==> config.mk <==
export PLATFORM = sky130hd
export DESIGN_NAME = cbu_master
export DESIGN_NICKNAME = d
export VERILOG_FILES = /design/src/rtl/cbu_master_pkg.sv /design/src/rtl/cbu_watchdog.sv /design/src/rtl/cbu_master.sv
export SDC_FILE = /design/constraint.sdc
export NUM_CORES = 1
export LEC_CHECK = 0
export CAP_MARGIN = 10
export CORE_AREA = 5 5 170 172
export DETAILED_ROUTE_END_ITERATION = 7
export DIE_AREA = 0 0 175 177
export GPL_TIMING_DRIVEN = 0
export HOLD_SLACK_MARGIN = 0.03
export PLACE_DENSITY = 0.61
export SYNTH_ARGS = -nofsm -noshare
export SYNTH_HDL_FRONTEND = slang
export SYNTH_SLANG_ARGS = --single-unit
==> constraint.sdc <==
create_clock -name clk -period 2.91 [get_ports clk]
set_input_delay 0.291 -clock clk [delete_from_list [all_inputs] [get_ports clk]]
set_output_delay 0.291 -clock clk [all_outputs]
set_load 0.005 [all_outputs]
==> src/rtl/cbu_master_pkg.sv <==
// Shared definitions for the cache bus unit: FSM states, one-hot bus sizes
// and the fixed beat width of the L1/bus data path.
package cbu_master_pkg;

  typedef enum logic [2:0] {
    S_IDLE,
    S_WT,
    S_RD,
    S_LINE,
    S_DONE
  } state_e;

  localparam logic [3:0] SIZE_B = 4'b0001;
  localparam logic [3:0] SIZE_H = 4'b0010;
  localparam logic [3:0] SIZE_W = 4'b0100;
  localparam logic [3:0] SIZE_D = 4'b1000;

  localparam int unsigned BEAT_BYTES = 8;
  localparam int unsigned BEAT_SH    = $clog2(BEAT_BYTES);

endpackage

==> src/rtl/cbu_watchdog.sv <==
// Bus ack watchdog: counts cycles with en high and no clr, and flags expire
// in the TIMEOUT_CYCLES-th such cycle. Only used when CBU_TIMEOUT_EN is set.
module cbu_watchdog #(
  parameter int unsigned TIMEOUT_CYCLES = 1024
) (
  input  logic clk,
  input  logic rst,
  input  logic en,
  input  logic clr,
  output logic expire
);

  localparam int unsigned CNT_W = $clog2(TIMEOUT_CYCLES);

  logic [CNT_W-1:0] cnt_q, cnt_d;

  assign expire = en && !clr && (cnt_q == CNT_W'(TIMEOUT_CYCLES - 1));

  always_comb begin
    cnt_d = cnt_q;
    if (!en || clr || expire) begin
      cnt_d = '0;
    end else begin
      cnt_d = cnt_q + CNT_W'(1);
    end
  end

  always_ff @(posedge clk) begin
    if (rst) begin
      cnt_q <= '0;
    end else begin
      cnt_q <= cnt_d;
    end
  end

endmodule

==> src/rtl/cbu_master.sv <==
// Cache bus unit: turns L1 write-through, single-read and line-refill
// requests into single-beat bus transactions. Optional watchdog: CBU_TIMEOUT_EN.
module cbu_master
  import cbu_master_pkg::*;
#(
  parameter int unsigned ADDR_W         = 32,
  parameter int unsigned DATA_W         = 64,
  parameter int unsigned LINE_BEATS     = 8,
  parameter int unsigned TIMEOUT_CYCLES = 1024
) (
  input  logic              clk,
  input  logic              rst,
  input  logic              L1_write_through_req,
  input  logic              read_req,
  input  logic              read_line_req,
  input  logic [3:0]        L1_size,
  input  logic [ADDR_W-1:0] pa,
  input  logic [DATA_W-1:0] wt_data,
  output logic [DATA_W-1:0] line_data,
  output logic [10:0]       addr_count,
  output logic              line_write,
  output logic              cache_entry_write,
  output logic              trans_rdy,
  output logic              bus_error,
  output logic              bus_req,
  output logic              bus_we,
  output logic [ADDR_W-1:0] bus_addr,
  output logic [3:0]        bus_size,
  output logic [DATA_W-1:0] bus_wdata,
  input  logic              bus_ack,
  input  logic [DATA_W-1:0] bus_rdata,
  input  logic              bus_err
);

  localparam int unsigned OFF_W  = $clog2(LINE_BEATS * BEAT_BYTES);
  localparam int unsigned BEAT_W = $clog2(LINE_BEATS);

  if (LINE_BEATS < 2 || LINE_BEATS > 256 || TIMEOUT_CYCLES < 2) begin : g_bad_params
    $error("cbu_master: LINE_BEATS must be 2..256 and TIMEOUT_CYCLES >= 2");
  end

  state_e              state_q, state_d;
  logic [ADDR_W-1:0]   pa_q, pa_d;
  logic [BEAT_W-1:0]   beat_q, beat_d;
  logic [DATA_W-1:0]   line_data_q, line_data_d;
  logic [10:0]         addr_count_q, addr_count_d;
  logic                line_write_q, line_write_d;
  logic                entry_write_q, entry_write_d;
  logic                trans_rdy_q, trans_rdy_d;
  logic                bus_error_q, bus_error_d;
  logic                bus_req_q, bus_req_d;
  logic                bus_we_q, bus_we_d;
  logic [ADDR_W-1:0]   bus_addr_q, bus_addr_d;
  logic [3:0]          bus_size_q, bus_size_d;
  logic [DATA_W-1:0]   bus_wdata_q, bus_wdata_d;

  logic                ack_v;
  logic                timeout;
  logic                bus_clr;
  logic [BEAT_W-1:0]   beat_nxt;
  logic [ADDR_W-1:0]   line_base_in;
  logic [ADDR_W-1:0]   line_base_cap;

  // Acks are only meaningful while a transaction is being presented.
  assign ack_v         = bus_ack && bus_req_q;
  assign beat_nxt      = beat_q + BEAT_W'(1);
  assign line_base_in  = {pa[ADDR_W-1:OFF_W], {OFF_W{1'b0}}};
  assign line_base_cap = {pa_q[ADDR_W-1:OFF_W], {OFF_W{1'b0}}};

`ifdef CBU_TIMEOUT_EN
  cbu_watchdog #(
    .TIMEOUT_CYCLES(TIMEOUT_CYCLES)
  ) u_watchdog (
    .clk    (clk),
    .rst    (rst),
    .en     (bus_req_q),
    .clr    (ack_v),
    .expire (timeout)
  );
`else
  assign timeout = 1'b0;
`endif

  always_comb begin
    state_d       = state_q;
    pa_d          = pa_q;
    beat_d        = beat_q;
    line_data_d   = line_data_q;
    addr_count_d  = addr_count_q;
    line_write_d  = 1'b0;
    entry_write_d = 1'b0;
    trans_rdy_d   = 1'b0;
    bus_error_d   = 1'b0;
    bus_req_d     = bus_req_q;
    bus_we_d      = bus_we_q;
    bus_addr_d    = bus_addr_q;
    bus_size_d    = bus_size_q;
    bus_wdata_d   = bus_wdata_q;
    bus_clr       = 1'b0;

    unique case (state_q)
      S_IDLE: begin
        if (L1_write_through_req || read_line_req || read_req) begin
          pa_d        = pa;
          beat_d      = '0;
          bus_req_d   = 1'b1;
          bus_we_d    = 1'b0;
          bus_addr_d  = pa;
          bus_size_d  = L1_size;
          bus_wdata_d = '0;
          if (L1_write_through_req) begin
            state_d     = S_WT;
            bus_we_d    = 1'b1;
            bus_wdata_d = wt_data;
          end else if (read_line_req) begin
            state_d    = S_LINE;
            bus_addr_d = line_base_in;
            bus_size_d = SIZE_D;
          end else begin
            state_d = S_RD;
          end
        end
      end

      S_WT, S_RD: begin
        if (ack_v) begin
          state_d     = S_DONE;
          bus_clr     = 1'b1;
          trans_rdy_d = 1'b1;
          bus_error_d = bus_err;
          if (state_q == S_RD && !bus_err) begin
            line_write_d = 1'b1;
            line_data_d  = bus_rdata;
            addr_count_d = 11'(pa_q[OFF_W-1:0]);
          end
        end else if (timeout) begin
          state_d     = S_DONE;
          bus_clr     = 1'b1;
          trans_rdy_d = 1'b1;
          bus_error_d = 1'b1;
        end
      end

      S_LINE: begin
        if (ack_v && bus_err) begin
          state_d     = S_DONE;
          bus_clr     = 1'b1;
          trans_rdy_d = 1'b1;
          bus_error_d = 1'b1;
        end else if (ack_v) begin
          line_write_d = 1'b1;
          line_data_d  = bus_rdata;
          addr_count_d = 11'(beat_q) << BEAT_SH;
          if (beat_q == BEAT_W'(LINE_BEATS - 1)) begin
            state_d       = S_DONE;
            bus_clr       = 1'b1;
            trans_rdy_d   = 1'b1;
            entry_write_d = 1'b1;
          end else begin
            // Next beat address is presented right away so bus_req never drops.
            beat_d     = beat_nxt;
            bus_addr_d = line_base_cap | (ADDR_W'(beat_nxt) << BEAT_SH);
          end
        end else if (timeout) begin
          state_d     = S_DONE;
          bus_clr     = 1'b1;
          trans_rdy_d = 1'b1;
          bus_error_d = 1'b1;
        end
      end

      S_DONE: begin
        state_d = S_IDLE;
        beat_d  = '0;
      end

      default: begin
        state_d = S_IDLE;
        bus_clr = 1'b1;
      end
    endcase

    if (bus_clr) begin
      bus_req_d   = 1'b0;
      bus_we_d    = 1'b0;
      bus_addr_d  = '0;
      bus_size_d  = '0;
      bus_wdata_d = '0;
    end
  end

  always_ff @(posedge clk) begin
    if (rst) begin
      state_q       <= S_IDLE;
      pa_q          <= '0;
      beat_q        <= '0;
      line_data_q   <= '0;
      addr_count_q  <= '0;
      line_write_q  <= 1'b0;
      entry_write_q <= 1'b0;
      trans_rdy_q   <= 1'b0;
      bus_error_q   <= 1'b0;
      bus_req_q     <= 1'b0;
      bus_we_q      <= 1'b0;
      bus_addr_q    <= '0;
      bus_size_q    <= '0;
      bus_wdata_q   <= '0;
    end else begin
      state_q       <= state_d;
      pa_q          <= pa_d;
      beat_q        <= beat_d;
      line_data_q   <= line_data_d;
      addr_count_q  <= addr_count_d;
      line_write_q  <= line_write_d;
      entry_write_q <= entry_write_d;
      trans_rdy_q   <= trans_rdy_d;
      bus_error_q   <= bus_error_d;
      bus_req_q     <= bus_req_d;
      bus_we_q      <= bus_we_d;
      bus_addr_q    <= bus_addr_d;
      bus_size_q    <= bus_size_d;
      bus_wdata_q   <= bus_wdata_d;
    end
  end

  assign line_data         = line_data_q;
  assign addr_count        = addr_count_q;
  assign line_write        = line_write_q;
  assign cache_entry_write = entry_write_q;
  assign trans_rdy         = trans_rdy_q;
  assign bus_error         = bus_error_q;
  assign bus_req           = bus_req_q;
  assign bus_we            = bus_we_q;
  assign bus_addr          = bus_addr_q;
  assign bus_size          = bus_size_q;
  assign bus_wdata         = bus_wdata_q;

endmodule

**Word level (Yosys, flattened, before mapping)**

Index checks and enable logic that the tools add are counted.

- $add $sub $neg: 1
- Eq/ne operators: 13
- Muxes and demuxes: 47
- Bitwise gates (word level): 2
- Reduce and logical (&&, ||, !) cells: 19

Operators by type and width:

| kind | count |
|---|---|
| 64-bit 2-to-1 mux | 5 |
| 32-bit 2-to-1 mux | 4 |
| 64-bit case mux with 2 select lines | 1 |
| 32-bit case mux with 2 select lines | 1 |
| 11-bit 2-to-1 mux | 4 |
| 32-bit by 6-bit bitwise OR with 32-bit output | 1 |
| 3-bit 2-to-1 mux | 9 |
| 11-bit case mux with 2 select lines | 1 |
| 3-bit case mux with 3 select lines | 2 |
| 5-bit AND reduction | 3 |
| 6-bit 2-to-1 mux | 2 |
| 2-bit != test, second input constant | 6 |
| 1-bit 2-to-1 mux | 11 |
| 4-bit 2-to-1 mux | 2 |
| 3-bit by 2-bit equality test with 1-bit output, second input constant | 2 |
| 3-bit equality test, second input constant | 2 |
| 3-bit != test, second input constant | 2 |
| 1-bit case mux with 2 select lines | 3 |
| 2-bit OR reduction | 3 |
| 4-bit AND reduction | 1 |
| 2-bit nonzero test | 2 |
| 3-bit by 1-bit adder with 3-bit output, second input constant | 1 |
| 3-bit by 1-bit equality test with 1-bit output, second input constant | 1 |
| 1-bit logical AND | 3 |
| other kinds (9) | 10 |

- Flip-flop bits (word level): 219
- Bits of input ports: 171
- Logic and storage cells: 96

**Logic depth before layout (Yosys ltp)**

Gate-level depths: netlist of the first run.

- Depth in word-level cells: 6
- Depth in mapped cells: 8
- Depth with buffers taken out: 6

**Least setup slack after synthesis of the first run**

Ideal clock, no wire load.

- Path kind: flip-flop to flip-flop
- From: register beat_q[0]
- To: register bus_addr_q[15], in the netlist bus_addr[15]
- Arrival time: 1.750 ns
- Data required time: 2.779 ns
- Slack: 1.029 ns
- Stages on the path, launching flop included: 8
- Buffers on the path: 2
- Period minus slack after synthesis: 1.881 ns
- Cell sequence: dfxtp_1 ha_1 ha_1 or4_1 nand2_1 buf_6 buf_6 a311oi_2

- Cells in the longest elaborated chain, start to end: 6
- Elaborated cells between the ends (all ways): 8
- Those cells by class: 2 x eq/ne; 4 x mux; 2 x reduce/logical

Ends and longest elaborated chain:

| item | line | text |
|---|---|---|
| start, declared | cbu_master.sv:44 | `logic [BEAT_W-1:0] beat_q, beat_d;` |
| start signal, assigned | cbu_master.sv:211 | `beat_q <= beat_d;` |
| 3-bit equality test * | cbu_master.sv:154 | `if (beat_q == BEAT_W'(LINE_BEATS - 1)) begin` |
| 1-bit 2-to-1 mux | cbu_master.sv:154 |  |
| 1-bit 2-to-1 mux | cbu_master.sv:150 | `end else if (ack_v) begin` |
| 1-bit 2-to-1 mux | cbu_master.sv:145 | `if (ack_v && bus_err) begin` |
| 1-bit case mux with 3 select lines | cbu_master.sv:101 | `unique case (state_q)` |
| 2-bit OR reduction (no source line) | - |  |
| end signal, assigned | cbu_master.sv:220 | `bus_addr_q <= bus_addr_d;` |
| end, declared | cbu_master.sv:53 | `logic [ADDR_W-1:0] bus_addr_q, bus_addr_d;` |

Every way passes the cells marked *; elsewhere a longest branch is shown, timed or not.
A chain may end at the register's enable or synchronous reset.

**Worst setup path in the final report of the first run**

- From: register beat_q[0]
- To: register beat_q[0]

- Cells in the longest elaborated chain, start to end: 5
- Elaborated cells between the ends (all ways): 8
- Those cells by class: 1 x add/sub; 2 x eq/ne; 4 x mux; 1 x reduce/logical

Ends and longest elaborated chain:

| item | line | text |
|---|---|---|
| 3-bit by 1-bit adder with 3-bit output | cbu_master.sv:66 | `assign beat_nxt = beat_q + BEAT_W'(1);` |
| 3-bit 2-to-1 mux | cbu_master.sv:154 |  |
| 3-bit 2-to-1 mux | cbu_master.sv:150 |  |
| 3-bit 2-to-1 mux | cbu_master.sv:145 |  |
| 3-bit case mux with 3 select lines | cbu_master.sv:101 |  |

Several ways; a longest one is shown, not always the timed one. The select of a mux whose other input is x is not followed.

==> results of run 1 <==
area by class of cell:
cell class	instances	share of cell area (%)
sequential	214	33.4
timing repair buffer	344	26.8
multi-input combinational	691	26.0
clock buffer	41	6.46
buffer	95	3.51
tap	346	3.37
clock inverter	4	0.371
antenna	2	0.0390
inverter	1	0.0293
critical path, delay by kind of cell, from the launching register on:
family / cells / cell delay [ps]
adder cells (fa/ha/maj): 2 / 430
buffers and inverters: 1 / 380
flip-flops: 1 / 340
multiplexers: 1 / 300
AND/OR/NAND/NOR: 2 / 790
cell usage after synthesis, types with 2 or more instances:
cell      number  share of area, %
nand2_1      324                15
a21o_1         2              0.19
a311oi_1      21               2.3
buf_2         39               2.4
nor3_1        32               2.0
nand4_1        3              0.23
mux2i_1        3              0.37
nand3_1       73               4.5
ha_1           2              0.31
dfxtp_1      214                53
nor2_1        17              0.79
buf_1          7              0.33
and3_1         5              0.39
nor4_1         3              0.23
a22o_1         2              0.22
nand2b_1       2              0.16
a311oi_2      10               1.9
buf_4          6              0.56
and2_1         2              0.16
a21oi_1      169                10
clkbuf_1      40               1.9
buf_6          3              0.42
through the flow:
stage / instances / setup slack [ps] / total power, W
6_report: 1738 / 551 / 0.00808
5_1_grt: 1737 / 443 / 0.00842
4_1_cts: 1736 / 596 / 0.00818
3_5_place_dp: 1691 / 425 / 0.00490
3_3_place_gp: 1691 / 402 / 0.00489
2_1_floorplan: 1001 / 1030 / 0.00403
power by group through the flow:
stage,logic (W),registers (W),clock network [W]
4_1_cts,0.00158,0.00327,0.00334
2_1_floorplan,0.000697,0.00333,0
6_report,0.00155,0.00327,0.00326
3_5_place_dp,0.00157,0.00333,0
3_3_place_gp,0.00156,0.00333,0
5_1_grt,0.00169,0.00330,0.00343
sequential cells by signal, summed over array words and instances (netlist names):
| signal | flops |
|---|---|
| bus_we | 1 |
| bus_wdata | 64 |
| cache_entry_write | 1 |
| bus_req | 1 |
| pa_q | 32 |
| bus_error | 1 |
| bus_size | 4 |
| bus_addr | 32 |
| addr_count | 6 |
| beat_q | 3 |
| state_q | 3 |
| line_data | 64 |
| trans_rdy | 1 |
| line_write | 1 |
final timing paths:
kind,from,end,slack [ps],cells past startpoint
max reg2reg,beat_q[0],beat_q[0],550,6
min reg2reg,bus_wdata[23],bus_wdata[23],450,2
max,beat_q[0],beat_q[0],550,6
min,bus_rdata[21],line_data[21],320,3
logic make-up after synthesis:
logic type      after synthesis  synth area share (%)
simple gates                471                  24.8
flops                       214                  53.2
compound gates              209                  15.5
buf+inv                      96                  5.64
mux                           4                 0.512
fa+ha+maj                     2                 0.311
other cells                   1                0.0465
metal layers:
| metal | up-vias | GRT usage [%] | share of wire (%) |
|---|---|---|---|
| li1 | 4112 | - | - |
| met1 | 3794 | 21.1 | 40 |
| met2 | 321 | 33.3 | 48 |
| met3 | 50 | 7.31 | 9.6 |
| met4 | 4 | 4.81 | 2.7 |
| met5 | - | 0 | 0.081 |
==> summary.txt, run 1 <==
Status
  – Outcome: complete, no violations

Synthesis
  – Flops & latches, synth: 214
  – Ys flop type: dfxtp_1
  – Synthesized instance count: about 1000
  – Share of the yosys chip area belonging to registers: approximately 53%
  – EDFF count, synth: 0
  – Ys Warns: 0
  – Ys async rst share: 0%
  – Synth Cell Area: 0.00806 mm^2
  – Mapped Avg Cell Area: 8.08 um^2
  – Distinct cells, synth: 40

Place
  – Dpl hpwl: 23.3 mm
  – Final GP Congestion: between 0.7 and 0.8
  – Placement-stage cell area: 0.0119 mm^2
  – Port Buf Inserts: 344

Power
  – Leakage: 4.59 nW
  – Int Pwr: 0.00594 W
  – Gate power share: 19.2%
  – NetSw: 0.00214 W
  – Switching Fraction: 26.5%
  – Power Density: 630 mW/mm^2
  – Sequential power share: 40.5%
  – Maximum vdd drop: 0.380 mV
  – Clock share of power: 40.3%

Clock tree
  – Resized cells post-CTS: 0
  – CTS tree: yes
  – Cts hold-fix bufs: 0
  – Root Buffer: clkbuf_16
  – Clock transition at path regs: 60 ps
  – Clock sinks: 214
  – CTS Buffer Depth: 3
  – # H-tree levels: 1
  – Inserted Clock Buffers: 26
  – Clk Latency, worst-skew pair: 520 ps
  – Postcts setup bufs: 0

Global routing
  – Largest net degree at the start of global routing: 13
  – First-pass GRT wire length: approximately 46 mm
  – Total grt overflow: 0
  – Vias in the first global route: 8289
  – Initial antenna violation count: 3
  – Global-route usage over all layers: between 10% and 20%

Setup path
  – Startpoint types: flip-flop
  – CP Class: reg -> reg
  – Worst path arrival time: 2770 ps
  – CP required: 3320 ps
  – CP endpoint kind: flip-flop
  – CP Max Fanout: 10
  – CP max stage delay: ~670 ps
  – Critical-path cell list: ha_1, ha_1, nor4_1, buf_2, nor3_1, mux2_2
  – CP max-delay cell: nor4_1
  – Cell mode on critical path: ha_1

Die
  – Initial Util: between 20 and 30%
  – Core box area: ~0.027 mm^2
  – IO Pins: 352
  – Row cnt: 61
  – Die width: around 180 um
  – Die area: 0.0310 mm^2
  – Die height: between 150 and 200 um

Cells and area
  – Filler cells: 2718
  – Net count, final: 1546
  – Area delta synth->final: 59.2%
  – Multi-input gate area: between 0.003 and 0.004 mm^2
  – Post-route cell area: 0.0128 mm^2
  – Final core area utilization: 47.0%
  – Most common cell after layout, fill and taps aside: clkdlybuf4s50_1
  – Commonest non-fill, non-tap cells in the layout: 344 x clkdlybuf4s50_1, 324 x nand2_1, 214 x dfxtp_1
  – Sequential cell area: 0.00428 mm^2
  – Share of layout cells above drive strength 1: 7.48%

Timing
  – RSZ-0062 raised after global routing: no
  – Hold Fails Final Rpt: 0
  – Skew final: 8.11 ps
  – Tcrit/Tclk final: 81.1%
  – # setup viols final: 0
  – Final min period: 2360 ps
  – Slew Viols, Final: 0
  – Total Neg Setup Slack: 0 ps
  – Worst slew pin tran: 734 ps
  – Hold WS: 320 ps
  – F_max: roughly 420 MHz
  – Slew headroom: 50.6%

Routing
  – Drt initial violations: 474
  – Post-route ant nets: 0
  – Vias: just over 8000
  – DR vias/cell: around 4.8
  – Final WL: 30.8 mm
  – Drt first pass iters: 4
  – DRC: 0
  – WL per Instance: about 18 um

Run
  – # Max-Cap Violations: 0

Hold path
  – Hold crit path type: in -> reg
Power figures use the tool's default switching activity.
==> inputs of run 2 (changes only) <==
--- a/config.mk
+++ b/config.mk
@@ -11,7 +11,7 @@
 export DIE_AREA = 0 0 175 177
 export GPL_TIMING_DRIVEN = 0
 export HOLD_SLACK_MARGIN = 0.03
-export PLACE_DENSITY = 0.61
+export PLACE_DENSITY = 0.63
 export SYNTH_ARGS = -nofsm -noshare
 export SYNTH_HDL_FRONTEND = slang
 export SYNTH_SLANG_ARGS = --single-unit
==> constraint.sdc (replaced) <==
create_clock -name clk -period 1.9 [get_ports clk]
set_input_delay 0.19 -clock clk [delete_from_list [all_inputs] [get_ports clk]]
set_output_delay 0.19 -clock clk [all_outputs]
set_load 0.005 [all_outputs]
==> run 2 against run 1 <==
Effect of this change:
- the run now ends with setup timing left
- sequential share of layout area shrank 2.4 points
- global-route usage grew 0.95 points
- utilization grew 3.6 points
- final cell count grew 1.8%
- die area is the same
- critical path type unchanged
- largest cell class is now non-clock buffers
- largest power group unchanged
==> summary.txt, run 2 (synthesis gave the netlist of run 1 again) <==
Clock tree
  – Root Buffer: clkbuf_16
  – Inserted Clock Buffers: 25
  – Clock sinks: 214
  – Clk Latency, worst-skew pair: 520 ps
  – CTS Buffer Depth: 3
  – # H-tree levels: 1
  – CTS tree: yes
  – Clock transition at path regs: 60 ps

Setup path
  – Worst path arrival time: between 2000 and 2500 ps
  – Buffers & Inverters on Critical Path: 4
  – CP Class: reg -> reg
  – Critical-path cell list: ha_4, ha_4, nor2_4, nand3_2, a221o_1, buf_6, buf_12, buf_12, buf_12, a21oi_1
  – Startpoint types: flip-flop
  – CP max-delay cell: a221o_1
  – CP required: 2350 ps
  – Cell mode on critical path: buf_12
  – CP endpoint kind: flip-flop
  – CP Max Fanout: 10
  – Delay-heaviest family, CP: buffers and inverters
  – CP max stage delay: 370 ps

Global routing
  – Global-route usage over all layers: ~20%
  – Initial antenna violation count: 4
  – Largest net degree at the start of global routing: 13
  – First-pass GRT wire length: 48.4 mm
  – Vias in the first global route: 8464
  – Total grt overflow: 0

Timing
  – Final min period: 2010 ps
  – Worst slew pin tran: 717 ps
  – F_max: 498 MHz
  – Final setup margin: -108 ps
  – # setup viols final: 83
  – Slew headroom: 52.2%
  – Hold Fails Final Rpt: 0
  – RSZ-0062 raised after global routing: yes
  – Skew final: 17.8 ps
  – Tcrit/Tclk final: 106%
  – Slew Viols, Final: 0

Routing
  – Final WL: 32.5 mm
  – Vias: 8557
  – Drt first pass iters: 5
  – Post-route ant nets: 0
  – DRC: 0
  – Drt initial violations: 440
  – WL per Instance: between 15 and 20 um
  – DR vias/cell: 4.84

Die
  – Initial Util: 29.5%
  – Die area: 0.0310 mm^2
  – IO Pins: 352
  – Core box area: 0.0273 mm^2
  – Die height: 177 um
  – Row cnt: 61
  – Die width: about 180 um

Cells and area
  – Multi-input gate area: 0.00378 mm^2
  – Most common cell after layout, fill and taps aside: clkdlybuf4s50_1
  – Filler cells: 2585
  – Final core area utilization: 50.6%
  – Area delta synth->final: 71.6%
  – Share of layout cells above drive strength 1: 17.5%
  – Fin cells: 1769
  – Sequential cell area: 0.00429 mm^2
  – Commonest non-fill, non-tap cells in the layout: 344 x clkdlybuf4s50_1, 322 x nand2_1, 211 x dfxtp_1
  – Post-route cell area: around 0.014 mm^2
  – Net count, final: 1577

Place
  – Final GP Congestion: 0.807
  – Inst Count DP: approximately 1700
  – Dpl hpwl: 23.7 mm
  – Port Buf Inserts: about 340
  – Placement-stage cell area: ~0.012 mm^2
  – DP Worst Slack: -435 ps

Status
  – Failing checks: setup timing
  – Outcome: finished with violations

Run
  – # Max-Cap Violations: 0

Power
  – Maximum vdd drop: 0.729 mV
  – Power Density: 911 mW/mm^2
  – Leakage: 4.92 nW

Hold path
  – Hold crit path type: in -> reg
[run 2: changes by cell type in the layout (fill, tap and decap cells not counted), sizes merged]
cell	delta
clkinv	+5
clkbuf	+2
buf	+24
[run 2: what timing repair did]
| action | 4_1_cts | 5_1_grt |
|---|---|---|
| setup endpoints to repair | 190 | 199 |
| gates resized for setup | 116 | 88 |
| pin swaps | 8 | 6 |
| cloned | 2 | 3 |
| hold buffers | 0 | 0 |
| buffers inserted | 22 | 6 |
[run 2: where the power goes]
part | internal [W] | switching, W
logic | 0.00147 | 0.00138
clock network | 0.00281 | 0.00191
registers | 0.00483 | 0.000189
total | 0.00911 | 0.00348
[run 2: metal layers]
metal  wire, um  GRT usage [%]  vias to the layer above
li1           -              -                     4175
met1      12600           22.0                     3982
met2      16000           35.3                      332
met3       3100           7.37                       64
met4        842           5.50                        4
met5         27              0                        -
[run 2: area by class of cell]
class / count / share of cell area [%]
diodes: 2 / 0.0362
plain buffers: 94 / 4.83
clock buffers: 35 / 5.30
clock inverters: 9 / 0.552
inverters: 1 / 0.0271
multi-input cells: 691 / 27.3
flip-flops and latches: 214 / 31.0
well taps: 346 / 3.13
repair buffers: 377 / 27.8
[run 2: per-stage QoR]
| step | total power (W) | hold WS, ps | TNS [ps] |
|---|---|---|---|
| after floorplan | 0.00617 | 326 | 0 |
| after global placement | 0.00747 | 437 | -59220 |
| after detailed placement | 0.00750 | 443 | -62450 |
| after CTS | 0.0125 | 199 | -3330 |
| after global routing | 0.0131 | 221 | -11400 |
| final | 0.0126 | 217 | -6550 |
[run 2: final timing paths]
check	startpoint	end	slack (ps)	cells past startpoint
setup reg to reg	beat_q[1]	bus_wdata[54]	-110	10
hold reg to reg	bus_wdata[51]	bus_wdata[51]	450	2
setup / recovery	beat_q[1]	bus_wdata[54]	-110	10
hold / removal	bus_rdata[46]	line_data[46]	220	3
[run 2: worst reg2reg max path: cells and delay by family, from the launching register on]
kind                     cells  cell delay (ps)
buffers and inverters        4              580
flip-flops                   1              340
adder cells (fa/ha/maj)      2              330
AO/OA/AOI/OAI                2              480
AND/OR/NAND/NOR              2              200
==> inputs of run 3 (changes only) <==
--- a/config.mk
+++ b/config.mk
@@ -5,7 +5,7 @@
 export SDC_FILE = /design/constraint.sdc
 export NUM_CORES = 1
 export LEC_CHECK = 0
-export CAP_MARGIN = 10
+export CAP_MARGIN = 20
 export CORE_AREA = 5 5 170 172
 export DETAILED_ROUTE_END_ITERATION = 7
 export DIE_AREA = 0 0 175 177
==> results of run 3 <==
No change in the layout: final DEF, timing and power equal those of run 2.
